File: config.mk
export PLATFORM = sky130hd
export DESIGN_NAME = neuai_pwm_capture
export DESIGN_NICKNAME = d
export VERILOG_FILES = /design/src/rtl/neuai_pwm_capture_pkg.sv /design/src/rtl/neuai_pwm_capture_sync.sv /design/src/rtl/neuai_pwm_capture.sv
export SDC_FILE = /design/constraint.sdc
export NUM_CORES = 1
export LEC_CHECK = 0
export CORE_UTILIZATION = 40
export CTS_CLUSTER_DIAMETER = 120
export DETAILED_ROUTE_END_ITERATION = 16
export SKIP_CTS_REPAIR_TIMING = 1
export SYNTH_ARGS = -nofsm -noshare
export SYNTH_HDL_FRONTEND = slang
export SYNTH_SLANG_ARGS = --single-unit
File: constraint.sdc
create_clock -name w_clk -period 2.09 [get_ports w_clk]
set_input_delay 0.418 -clock w_clk [delete_from_list [all_inputs] [get_ports w_clk]]
set_output_delay 0.418 -clock w_clk [all_outputs]
set_load 0.005 [all_outputs]
File: src/rtl/neuai_pwm_capture_pkg.sv
// Shared definitions for the PWM capture block.
//   - FSM state encoding
//   - default prescaler divide and counter width
//   - tick period shared with the clk_1us generator
package neuai_pwm_capture_pkg;

  localparam int CLK_DIV_DEF  = 50;  // 50 MHz system clock -> 1 us tick
  localparam int CNT_W_DEF    = 10;  // 0..1023 ticks, 1023 = timeout
  localparam int TICK_US_CLKS = 50;  // system clocks per 1 us, same as clk_1us gen

  typedef enum logic [1:0] {
    IDLE = 2'd0,
    HIGH = 2'd1,
    LOW  = 2'd2
  } cap_state_e;

endpackage

File: src/rtl/neuai_pwm_capture_sync.sv
// neuai_sync_edge: 2-flop synchronizer plus history flop with rise/fall detect.
// W independent lanes, so the same block serves key inputs as well.
//   w_clk   system clock
//   w_rst   async active-low reset
//   w_in    asynchronous inputs
//   w_level synchronized level (s2)
//   w_rise  s2 & ~s3
//   w_fall  ~s2 & s3
module neuai_sync_edge #(
  parameter int W = 1
) (
  input  logic         w_clk,
  input  logic         w_rst,
  input  logic [W-1:0] w_in,
  output logic [W-1:0] w_level,
  output logic [W-1:0] w_rise,
  output logic [W-1:0] w_fall
);

  logic [W-1:0] s1, s2, s3;

  always_ff @(posedge w_clk or negedge w_rst) begin
    if (!w_rst) begin
      s1 <= '0;
      s2 <= '0;
      s3 <= '0;
    end else begin
      s1 <= w_in;
      s2 <= s1;
      s3 <= s2;
    end
  end

  assign w_level = s2;
  assign w_rise  = s2 & ~s3;
  assign w_fall  = ~s2 & s3;

endmodule

File: src/rtl/neuai_pwm_capture.sv
// PWM capture: measures high time and period (rise to rise) of w_pwm_in in
// prescaled ticks, with a timeout when no rising edge arrives.
//   w_clk        system clock
//   w_rst        async active-low reset
//   w_pwm_in     asynchronous PWM input
//   w_high_cnt   last completed high time (ticks)
//   w_period_cnt last completed period (ticks)
//   w_valid      1-cycle pulse after w_high_cnt/w_period_cnt update
//   w_stuck      no rising edge within 2^CNT_W-1 ticks
//   w_level      synchronized input level
module neuai_pwm_capture
  import neuai_pwm_capture_pkg::*;
#(
  parameter int CLK_DIV = CLK_DIV_DEF,
  parameter int CNT_W   = CNT_W_DEF
) (
  input  logic             w_clk,
  input  logic             w_rst,
  input  logic             w_pwm_in,
  output logic [CNT_W-1:0] w_high_cnt,
  output logic [CNT_W-1:0] w_period_cnt,
  output logic             w_valid,
  output logic             w_stuck,
  output logic             w_level
);

  localparam int               PW         = (CLK_DIV > 1) ? $clog2(CLK_DIV) : 1;
  localparam logic [PW-1:0]    PRESC_LAST = PW'(CLK_DIV - 1);
  localparam logic [CNT_W-1:0] CNT_MAX    = '1;

  logic             rise, fall;
  logic [PW-1:0]    presc;
  logic             tick;
  logic             tmo;
  cap_state_e       state;
  logic [CNT_W-1:0] hi_cnt, per_cnt;
  logic             lat_evt;  // delays w_valid one cycle behind the latch

  neuai_sync_edge #(.W(1)) u_sync (
    .w_clk  (w_clk),
    .w_rst  (w_rst),
    .w_in   (w_pwm_in),
    .w_level(w_level),
    .w_rise (rise),
    .w_fall (fall)
  );

  // Prescaler re-phases on every rise so tick boundaries align to the period.
  always_ff @(posedge w_clk or negedge w_rst) begin
    if (!w_rst)              presc <= '0;
    else if (rise || tick)   presc <= '0;
    else                     presc <= presc + 1'b1;
  end

  assign tick = (presc == PRESC_LAST);
  // This tick would push per_cnt to the all-ones value: declare timeout.
  assign tmo  = tick && (per_cnt == CNT_MAX - 1'b1);

  always_ff @(posedge w_clk or negedge w_rst) begin
    if (!w_rst) begin
      state        <= IDLE;
      hi_cnt       <= '0;
      per_cnt      <= '0;
      w_high_cnt   <= '0;
      w_period_cnt <= '0;
      lat_evt      <= 1'b0;
      w_valid      <= 1'b0;
      w_stuck      <= 1'b0;
    end else begin
      lat_evt <= 1'b0;
      w_valid <= lat_evt;
      case (state)
        IDLE: begin
          hi_cnt  <= '0;
          per_cnt <= '0;
          if (rise) state <= HIGH;
        end
        HIGH: begin
          if (rise) begin
            // Unreachable in normal operation; restart without latching.
            hi_cnt  <= '0;
            per_cnt <= '0;
          end else if (tmo) begin
            w_stuck <= 1'b1;
            state   <= IDLE;
          end else begin
            // A tick on the falling cycle still counts as high time.
            if (tick) begin
              hi_cnt  <= hi_cnt + 1'b1;
              per_cnt <= per_cnt + 1'b1;
            end
            if (fall) state <= LOW;
          end
        end
        LOW: begin
          if (rise) begin
            // Tick coinciding with the rise is dropped from the latched period.
            w_high_cnt   <= hi_cnt;
            w_period_cnt <= per_cnt;
            lat_evt      <= 1'b1;
            w_stuck      <= 1'b0;
            hi_cnt       <= '0;
            per_cnt      <= '0;
            state        <= HIGH;
          end else if (tmo) begin
            w_stuck <= 1'b1;
            state   <= IDLE;
          end else if (tick) begin
            per_cnt <= per_cnt + 1'b1;
          end
        end
        default: state <= IDLE;
      endcase
    end
  end

endmodule

======== Yosys cells after proc, flatten, opt, wreduce, memory -nomap -nowiden ========
Index checks and enable logic that the tools add are counted.
operators by class
  add/sub/neg operators ................... 3
  equal/unequal tests ..................... 13
  muxes and demuxes ....................... 23
  bitwise gates (word level) .............. 4
  reduce and logical (&&, ||, !) cells .... 12
operator list
  operator                                                          count
  10-bit two-way mux                                                7
  10-bit one-hot mux with 3 select lines                            1
  10-bit by 1-bit adder with 10-bit output (second input constant)  2
  10-bit one-hot mux with 2 select lines                            1
  3-bit != test (second input constant)                             5
  2-bit two-way mux                                                 6
  10-bit == test (second input constant)                            1
  4-bit AND reduction                                               2
  6-bit by 1-bit adder with 6-bit output (second input constant)    1
  6-bit == test (second input constant)                             1
  6-bit two-way mux                                                 1
  2-bit != test (second input constant)                             3
  2-bit one-hot mux with 3 select lines                             1
  1-bit two-way mux                                                 5
  2-bit AND reduction                                               2
  2-bit nonzero test                                                2
  3-bit by 1-bit != test with 1-bit output (second input constant)  1
  3-bit AND reduction                                               1
  3-bit nonzero test                                                1
  1-bit AND                                                         2
  2-bit by 1-bit == test with 1-bit output (second input constant)  1
  2-bit == test (second input constant)                             1
  2-bit zero test                                                   1
  1-bit inverter                                                    2
  other kinds (4)                                                   4
word-level totals
  register bits ........................... 54
  input port bits ......................... 3
  output and inout port bits .............. 23

======== Depth between registers and ports, before layout ========
Gate-level depths: netlist (run 1).
  word-level depth ........................ 6
  mapped depth ............................ 8

======== Modules after synthesis ========
Synthesis (run 1) repeated with hierarchy kept, for this count alone.
unflattened totals
  cell total of the unflattened synthesis .. 238
  area, all modules ....................... 2,665.1 um^2
modules (own cells, without submodules)
  module             times used  cells each  area each (um^2)  sequential area each (um^2)
  neuai_pwm_capture  1           233         2,575.0           1,276.2
  neuai_sync_edge    1           5           90.1              75.1

======== Worst setup path after synthesis (run 1) ========
No wires, ideal clock.
  kind .................................... register -> register
  start ................................... reg per_cnt[0]
  end ..................................... reg state[0]
  setup time .............................. 0.120 ns
  data arrival time ....................... 1.694 ns
  required time ........................... 1.970 ns
  slack ................................... 0.276 ns
  stages on the path, launching flop included .. 9
  period minus slack after synthesis ...... 1.814 ns
  path through ............................ dfrtp_1 -> inv_1 -> ha_1 -> nand3_1 -> or2_2 -> clkbuf_1 -> nor3_1 -> nand3_1 -> a31o_2
on the way
  longest elaborated chain between the ends .. 5
  elaborated cells between the ends (all ways) .. 8
  those cells by class .................... 3 x eq/ne; 3 x mux; 2 x reduce/logical
ends and longest elaborated chain
  element                                line                      RTL
  start: declaration                     neuai_pwm_capture.sv:36   logic [CNT_W-1:0] hi_cnt, per_cnt;
  start signal: assignment               neuai_pwm_capture.sv:90   per_cnt <= per_cnt + 1'b1;
  start signal: assignment               neuai_pwm_capture.sv:109  per_cnt <= per_cnt + 1'b1;
  10-bit == test (*)                     neuai_pwm_capture.sv:57   assign tmo = tick && (per_cnt == CNT_MAX - 1'b1);
  1-bit logical AND (*)                  neuai_pwm_capture.sv:57
  2-bit two-way mux                      neuai_pwm_capture.sv:83   end else if (tmo) begin
  2-bit two-way mux                      neuai_pwm_capture.sv:79   if (rise) begin
  2-bit one-hot mux with 3 select lines  neuai_pwm_capture.sv:72   case (state)
  end signal: assignment                 neuai_pwm_capture.sv:61   state <= IDLE;
  end signal: assignment                 neuai_pwm_capture.sv:76   if (rise) state <= HIGH;
  end signal: assignment                 neuai_pwm_capture.sv:85   state <= IDLE;
  end: declaration                       neuai_pwm_capture.sv:35   cap_state_e state;
Every way passes the cells marked *; elsewhere a longest branch is shown, timed or not. The select of a mux whose other input is x is not followed.
A chain may end at the register's enable or synchronous reset.

======== Final worst setup path (run 1) ========
  start ................................... reg state[0]
  end ..................................... reg hi_cnt[9]
on the way
  longest elaborated chain between the ends .. 3
  elaborated cells between the ends (all ways) .. 9
  those cells by class .................... 5 x eq/ne; 1 x mux; 3 x reduce/logical
ends and longest elaborated chain
  element                                                           line                     RTL
  2-bit by 1-bit == test with 1-bit output (tied with other cells)  neuai_pwm_capture.sv:72
  3-bit != test (no source line) (tied with other cells)            -
  4-bit AND reduction (no source line)                              -
  end signal: assignment                                            neuai_pwm_capture.sv:89  hi_cnt <= hi_cnt + 1'b1;
  end: declaration                                                  neuai_pwm_capture.sv:36
Several ways; a longest one is shown, not always the timed one.

==> results of run 1 <==
==> final cells by class <==
| class | instances | area [µm²] | area share, % |
|---|---|---|---|
| clock buffers | 7 | 86.3 | 2.81 |
| repair buffers | 34 | 338 | 11.0 |
| well taps | 75 | 93.8 | 3.05 |
| inverters | 9 | 33.8 | 1.10 |
| multi-input cells | 173 | 1170 | 37.9 |
| clock inverters | 1 | 5.00 | 0.163 |
| flip-flops and latches | 54 | 1350 | 44.0 |
==> Yosys cell counts (3+ instances only) <==
cell type	instances	share of area, %
a21o_1	3	0.88
a21oi_1	5	0.98
a31oi_1	3	0.73
and2_1	3	0.73
and3_1	3	0.73
clkbuf_1	7	1.0
dfrtp_1	54	53
ha_1	9	4.4
inv_1	9	1.3
mux2_2	16	7.0
mux2i_1	4	1.6
nand2_1	26	3.8
nand2b_1	4	0.98
nand3_1	15	2.9
nand3b_1	3	0.88
nand4_1	5	1.2
nor2_1	16	2.3
nor3_1	4	0.78
o211ai_1	5	1.5
o21ai_0	13	2.5
o31ai_1	3	0.88
or2_2	3	0.73
or3_1	5	1.2
or4_1	4	1.2
xnor2_1	3	1.0
xor2_1	5	1.7
==> flip-flops by register name (all words and copies together) (netlist names) <==
| name | flops |
|---|---|
| presc | 6 |
| w_period_cnt | 10 |
| per_cnt | 10 |
| u_sync.s3 | 1 |
| state | 2 |
| hi_cnt | 10 |
| w_valid | 1 |
| lat_evt | 1 |
| w_high_cnt | 10 |
| u_sync.s1 | 1 |
| u_sync.w_level | 1 |
| w_stuck | 1 |
==> power by group through the flow <==
stage | sequential [W] | clock, W | combinational [W]
floorplan | 0.00116 | 0 | 0.000405
global placement | 0.00116 | 0 | 0.000564
detailed placement | 0.00117 | 0 | 0.000559
CTS | 0.00115 | 0.000620 | 0.000563
global route | 0.00116 | 0.000664 | 0.000645
finish | 0.00115 | 0.000593 | 0.000566
==> through the flow <==
stage	setup WS, ns	cell area (µm²)
after floorplan	0.276	2560
after global placement	0.125	2960
after detailed placement	0.0785	2960
after CTS	0.0399	3050
after global routing	0.00676	3070
final	0.115	3070
==> layer usage <==
metal  wire length, µm  global-route usage [%]  vias to the layer above
li1                  -                       -                      931
met1              2530                    23.3                      876
met2              2060                    24.2                       32
met3               147                    3.11                        8
met4                68                    6.32                        0
met5                 0                       0                        -
==> how the worst min path moves through the flow <==
stage / to / cells after the start / slack (ns) / start
6_report: u_sync.w_level / 1 / 0.06 / w_rst
5_1_grt: u_sync.w_level / 1 / 0.09 / w_rst
4_1_cts: u_sync.w_level / 1 / 0.07 / w_rst
3_5_place_dp: w_valid / 0 / 0.33 / lat_evt
3_3_place_gp: u_sync.w_level / 0 / 0.33 / u_sync.s1
2_1_floorplan: hi_cnt[0] / 0 / 0.12 / w_rst
==> cell families (layout without fill, tap and decap cells) <==
family / after synthesis / count (layout)
simple gates: 99 / 99
flops: 54 / 54
compound gates: 37 / 37
mux: 20 / 20
buf+inv: 16 / 51
fa+ha+maj: 9 / 9
xor+xnor: 8 / 8
==> critical path: cells and delay by family, from the launching register on <==
family	cells	cell delay, ns
buffers and inverters	1	0.09
DFF	1	0.42
adders and majority gates	1	0.29
and+or+nand+nor	3	0.84
AOI/OAI and AO/OA	1	0.28
==> results.md, run 1 <==
* Status: finished, final reports clean
* Critical path class: reg -> reg
* Lkg Pwr at 1.40 nW
* Reg2reg start: state[0]
* Largest net degree at the start of global routing at 36
* Root Driver: clkbuf_8
* XOR/XNOR Fraction of Synth Area at 2.74%
* R2R depth at 6
* Switching share of power at 31.4%
* Initial antenna violation count at 0
* Layout cells sized above 1 at 16.2%
* Power Density at 750 nW/µm²
* RSZ-0062 raised after global routing: no
* Die width at 81.9 µm
* Reg-to-Reg End: hi_cnt[9]
* Main combinational cell family by area after synthesis: simple AND/OR/NAND/NOR gates
* Tot GR Track Use at 16.3%
* Reg2Reg Setup Slack at 0.12 ns
* Synth-to-Final Area Change at 20.3%
* Adder-Cell Fraction of Synth Area at 4.41%
* Clk slew on worst S/H paths at 0.09 ns
* First-pass GRT wire length at 8.33 mm
* Ys Warns at 0
* Total grt overflow at 0
* Routed via count at 1847
* Max clock buf depth at 2
* Syn_nets at 255
* Crit path time final at 1.97 ns
* Max Cap Violations at 0
* CP cell instances: inv_1 -> ha_1 -> a21o_2 -> or3_1 -> or4_1 -> nand2_1
* Synthesized flop and latch total at 54
* Average cell area after synthesis at 10.5 µm²
* # diodes at 0
* Total Power at 0.00231 W
* Critical path startpoint category: flop
* H-tree depth at 2
* Mux cell area share after synthesis at 8.61%
* Clock Power Share at 25.7%
* DRC Markers at 0
* Fillers at 569
* I/O Pins at 26
* CTS tree: built
* Initial DRC Count at 42
* Cells after DPL at 345
* Synth Cell Area at 2560 µm²
* Worst Setup End Kind: flop
* Die Y at 81.9 µm
* DRT antenna net count at 0
* Final GP Congestion at 0.796
* Int Pwr at 0.00158 W
* Detailed Routing Iterations Pass 1 at 4
* Final hold violations at 0
* Clk_lat worst skew at 0.30 ns
* Critical Path Max Stage Delay at 0.42 ns
* Final Util at 51.0%
* Vias/cell at 5.23
* Top_reg_cell synth: dfrtp_1
* Worst slew margin at 68.3%
* Clock skew at 0.00669 ns
* Worst Hold Slack at 0.0570 ns
* Max FO, Critical Path at 9
* EDFF count, synth at 0
* Ys async rst share at 100%
* Seq pwr share at 49.8%
* IO Port Bufs at 25
* Synth unique cells at 36
* Count of pins over their slew limit at 0
* Post-Synth Simple-Gate Area at 20.0%
* Die ar. at 6710 µm²
* Final nets at 289
* Hold Crit Class: in -> async
* NetSw at 0.000725 W
* Synth Instances at 243
* Number of global-route vias before repair at 1774
* Final Setup Violations at 0
* Initial core utilization at 42.4%
* TritonCTS Sinks at 54
* Cell Count, Final, Fillers Out at 353
* Clock buffer count from CTS at 5
* Max Freq at 506 MHz
* Comb pwr share at 24.5%
* CP max-delay cell: dfrtp_1
* Least-Margin Pin Slew at 0.472 ns
* Final setup TNS at 0 ns
* Synth Area in Compound Gates at 9.06%
* Dpl hpwl at 3.43 mm
* Placeable Area at 6030 µm²
* Sequential-to-total area share from yosys stat at 52.9%
* Worst Setup SP: state[0]
* Rows at 28
* Commonest non-fill, non-tap cell in the layout: dfrtp_1
* CP Capture Point: hi_cnt[9]
* WL/cell at 13.6 µm
* Max IR drop VDD at 0.000602 V
* WP data arrival at 2.21 ns
* Most frequent cells in the layout: dfrtp_1, nand2_1, clkdlybuf4s50_1, nor2_1, mux2_2
* Fin crit share at 94.5%
* WP data required at 2.33 ns
* Final wirelength at 4.80 mm
(Power assumes the default switching activity.)
==> inputs of run 2 (changes only) <==
Settings changed: CORE_UTILIZATION 40 to 30, SLEW_MARGIN set to 10.
==> run 2 against run 1 <==
Compared with the run above: sequential power hardly changed; critical path depth up 1; maximum frequency is 0.10% lower; final area grew 0.73%; die area is 32% higher; sequential share of layout area decreased by 0.32 points; clock skew hardly changed; non-clock buffer count did not move; register-to-register slack hardly changed; first-iteration DRC count increased to 2.9 times the previous value; combinational power fell by 1%; clock power is 15% higher.
==> results.md, run 2 (same netlist as run 1, synthesis figures left out) <==
* Dpl hpwl at 3.50 mm (+2.1%)
* Final Setup Violations at 0 (unchanged)
* Critical Path Max Stage Delay at 0.41 ns (about the same)
* Reg2reg start: presc[1]
* Max IR drop VDD at 0.000297 V (-51%)
* Final nets at 289 (unchanged)
* Die Y at 94.3 µm (+15%)
* Clk slew on worst S/H paths at 0.09 ns (about the same)
* Final GP Congestion at 0.787 (-1.2%)
* CP cell instances: inv_1 -> ha_1 -> nand4b_1 -> or2_2 -> nor3_1 -> nand3_1 -> a31o_2
* Pre-CTS setup slack at 0.0706 ns (-0.00788 ns)
* Root Driver: clkbuf_8
* Rows at 33 (+18%)
* Total Power at 0.00239 W (+3.7%)
* Final Util at 37.7% (-13 points)
* Die ar. at 8890 µm² (+32%)
* Synth-to-Final Area Change at 21.1%
* CP max-delay cell: dfrtp_1
* Die width at 94.3 µm (+15%)
* Fin crit share at 94.6% (+0.097 points)
* Reg-to-Reg End: state[0]
* Reg2Reg Setup Slack at 0.11 ns (about the same)
* Worst Setup End Kind: flop
* Hold Crit Class: in -> async
* CTS tree: built
* Least-Margin Pin Slew at 0.489 ns (+0.0167 ns)
* # diodes at 0 (unchanged)
* Int Pwr at 0.00166 W (+5.2%)
* Most frequent cells in the layout: dfrtp_1, nand2_1, clkdlybuf4s50_1, nor2_1, mux2_2
* Detailed Routing Iterations Pass 1 at 4 (unchanged)
* Seq pwr share at 48.1% (-1.7 points)
* Switching share of power at 30.4% (-1.0 points)
* Final hold violations at 0 (unchanged)
* Clock buffer count from CTS at 5 (unchanged)
* I/O Pins at 26 (unchanged)
* Comb pwr share at 23.4% (-1.1 points)
* Final wirelength at 4.88 mm (+1.7%)
* Count of pins over their slew limit at 0 (unchanged)
* Critical path startpoint category: flop
* Layout cells sized above 1 at 15.1% (-1.1 points)
* Clk_lat worst skew at 0.30 ns (about the same)
* R2R depth at 7 (+1)
* Initial DRC Count at 121 (+190%)
* Clock skew at 0.00673 ns (+0.0000350 ns)
* NetSw at 0.000726 W (+0.20%)
* H-tree depth at 2 (unchanged)
* Tot GR Track Use at 12.0% (-4.3 points)
* Final WS setup at 0.113 ns (-0.00202 ns)
* Clock Power Share at 28.5% (+2.8 points)
* WP data required at 2.29 ns (-0.04 ns)
* Critical path class: reg -> reg
* Total grt overflow at 0 (unchanged)
* WL/cell at 12.7 µm (-6.3%)
* Max clock buf depth at 2 (unchanged)
* Max Freq at 506 MHz (-0.10%)
* Lkg Pwr at 1.39 nW (-0.72%)
* Number of global-route vias before repair at 1808 (+1.9%)
* Crit path time final at 1.98 ns (+0.00202 ns)
* Status: finished, final reports clean
* Placeable Area at 8220 µm² (+36%)
* Max Cap Violations at 0 (unchanged)
* Power Density at 772 nW/µm² (+2.9%)
* TritonCTS Sinks at 54 (unchanged)
* WP data arrival at 2.17 ns (-0.04 ns)
* Largest net degree at the start of global routing at 24 (-33%)
* Initial antenna violation count at 0 (unchanged)
* IO Port Bufs at 25 (unchanged)
* Commonest non-fill, non-tap cell in the layout: dfrtp_1
* Vias/cell at 4.89 (-6.5%)
* First-pass GRT wire length at 8.34 mm (+0.17%)
* Max FO, Critical Path at 3 (-6)
* Routed via count at 1873 (+1.4%)
* Worst slew margin at 67.2% (-1.1 points)
* DRT antenna net count at 0 (unchanged)
* DRC Markers at 0 (unchanged)
* Initial core utilization at 31.1% (-11 points)
==> run 2: cell count changes in the layout (fill, tap and decap cells not counted) <==
cell | before | now
or3_1 | 4 | 5
clkbuf_1 | 1 | 2
clkbuf_8 | 6 | 5
buf_12 | 2 | 0
clkinv_2 | 1 | 0
nor2_4 | 0 | 1
nor3_2 | 1 | 0
nor2_2 | 1 | 0
buf_4 | 7 | 9
bufinv_16 | 0 | 1
or3_4 | 1 | 0
nor3_1 | 3 | 4
==> run 2: layout make-up <==
class | count | area [µm²]
Fill cell | 822 | 5120
Sequential cell | 54 | 1350
Multi-Input combinational cell | 173 | 1160
Timing Repair Buffer | 34 | 313
Tap cell | 105 | 131
Clock buffer | 7 | 76.3
Inverter | 9 | 33.8
Clock inverter | 1 | 30.0
==> run 2: through the flow <==
stage               cells  hold slack, ns  setup TNS (ns)  area, µm²
floorplan             243           0.122               0       2560
global placement      375           0.333               0       2970
detailed placement    375           0.336               0       2970
CTS                   383          0.0710               0       3080
global route          383           0.103         -0.0271       3100
finish                383          0.0633               0       3100
==> run 2: power by group through the flow <==
stage                     combinational, W  clock [W]  sequential (W)
after global routing              0.000633   0.000746         0.00116
final                             0.000559   0.000682         0.00115
after detailed placement          0.000550          0         0.00117
after CTS                         0.000552   0.000717         0.00115
after floorplan                   0.000405          0         0.00116
after global placement            0.000544          0         0.00116
==> run 2: layer usage <==
layer / global-route usage [%] / part of all wire [%]
met3: 2.43 / 4.9
met2: 17.5 / 44
met5: 0 / 0
met4: 7.05 / 2.5
met1: 16.4 / 49
==> run 2: critical path: cells and delay by family, from the launching register on <==
family	cells	cell delay, ns
and+or+nand+nor	4	1.01
DFF	1	0.41
AOI/OAI and AO/OA	1	0.26
adders and majority gates	1	0.13
buffers and inverters	1	0.06
==> run 2: worst max path at each step <==
stage / start / end / slack (ns) / cells past startpoint
floorplan: per_cnt[0] / state[0] / 0.28 / 8
global placement: state[0] / hi_cnt[8] / 0.14 / 6
detailed placement: state[0] / hi_cnt[8] / 0.07 / 6
CTS: state[0] / hi_cnt[8] / 0.04 / 6
global route: presc[1] / state[0] / -0.02 / 7
finish: presc[1] / state[0] / 0.11 / 7
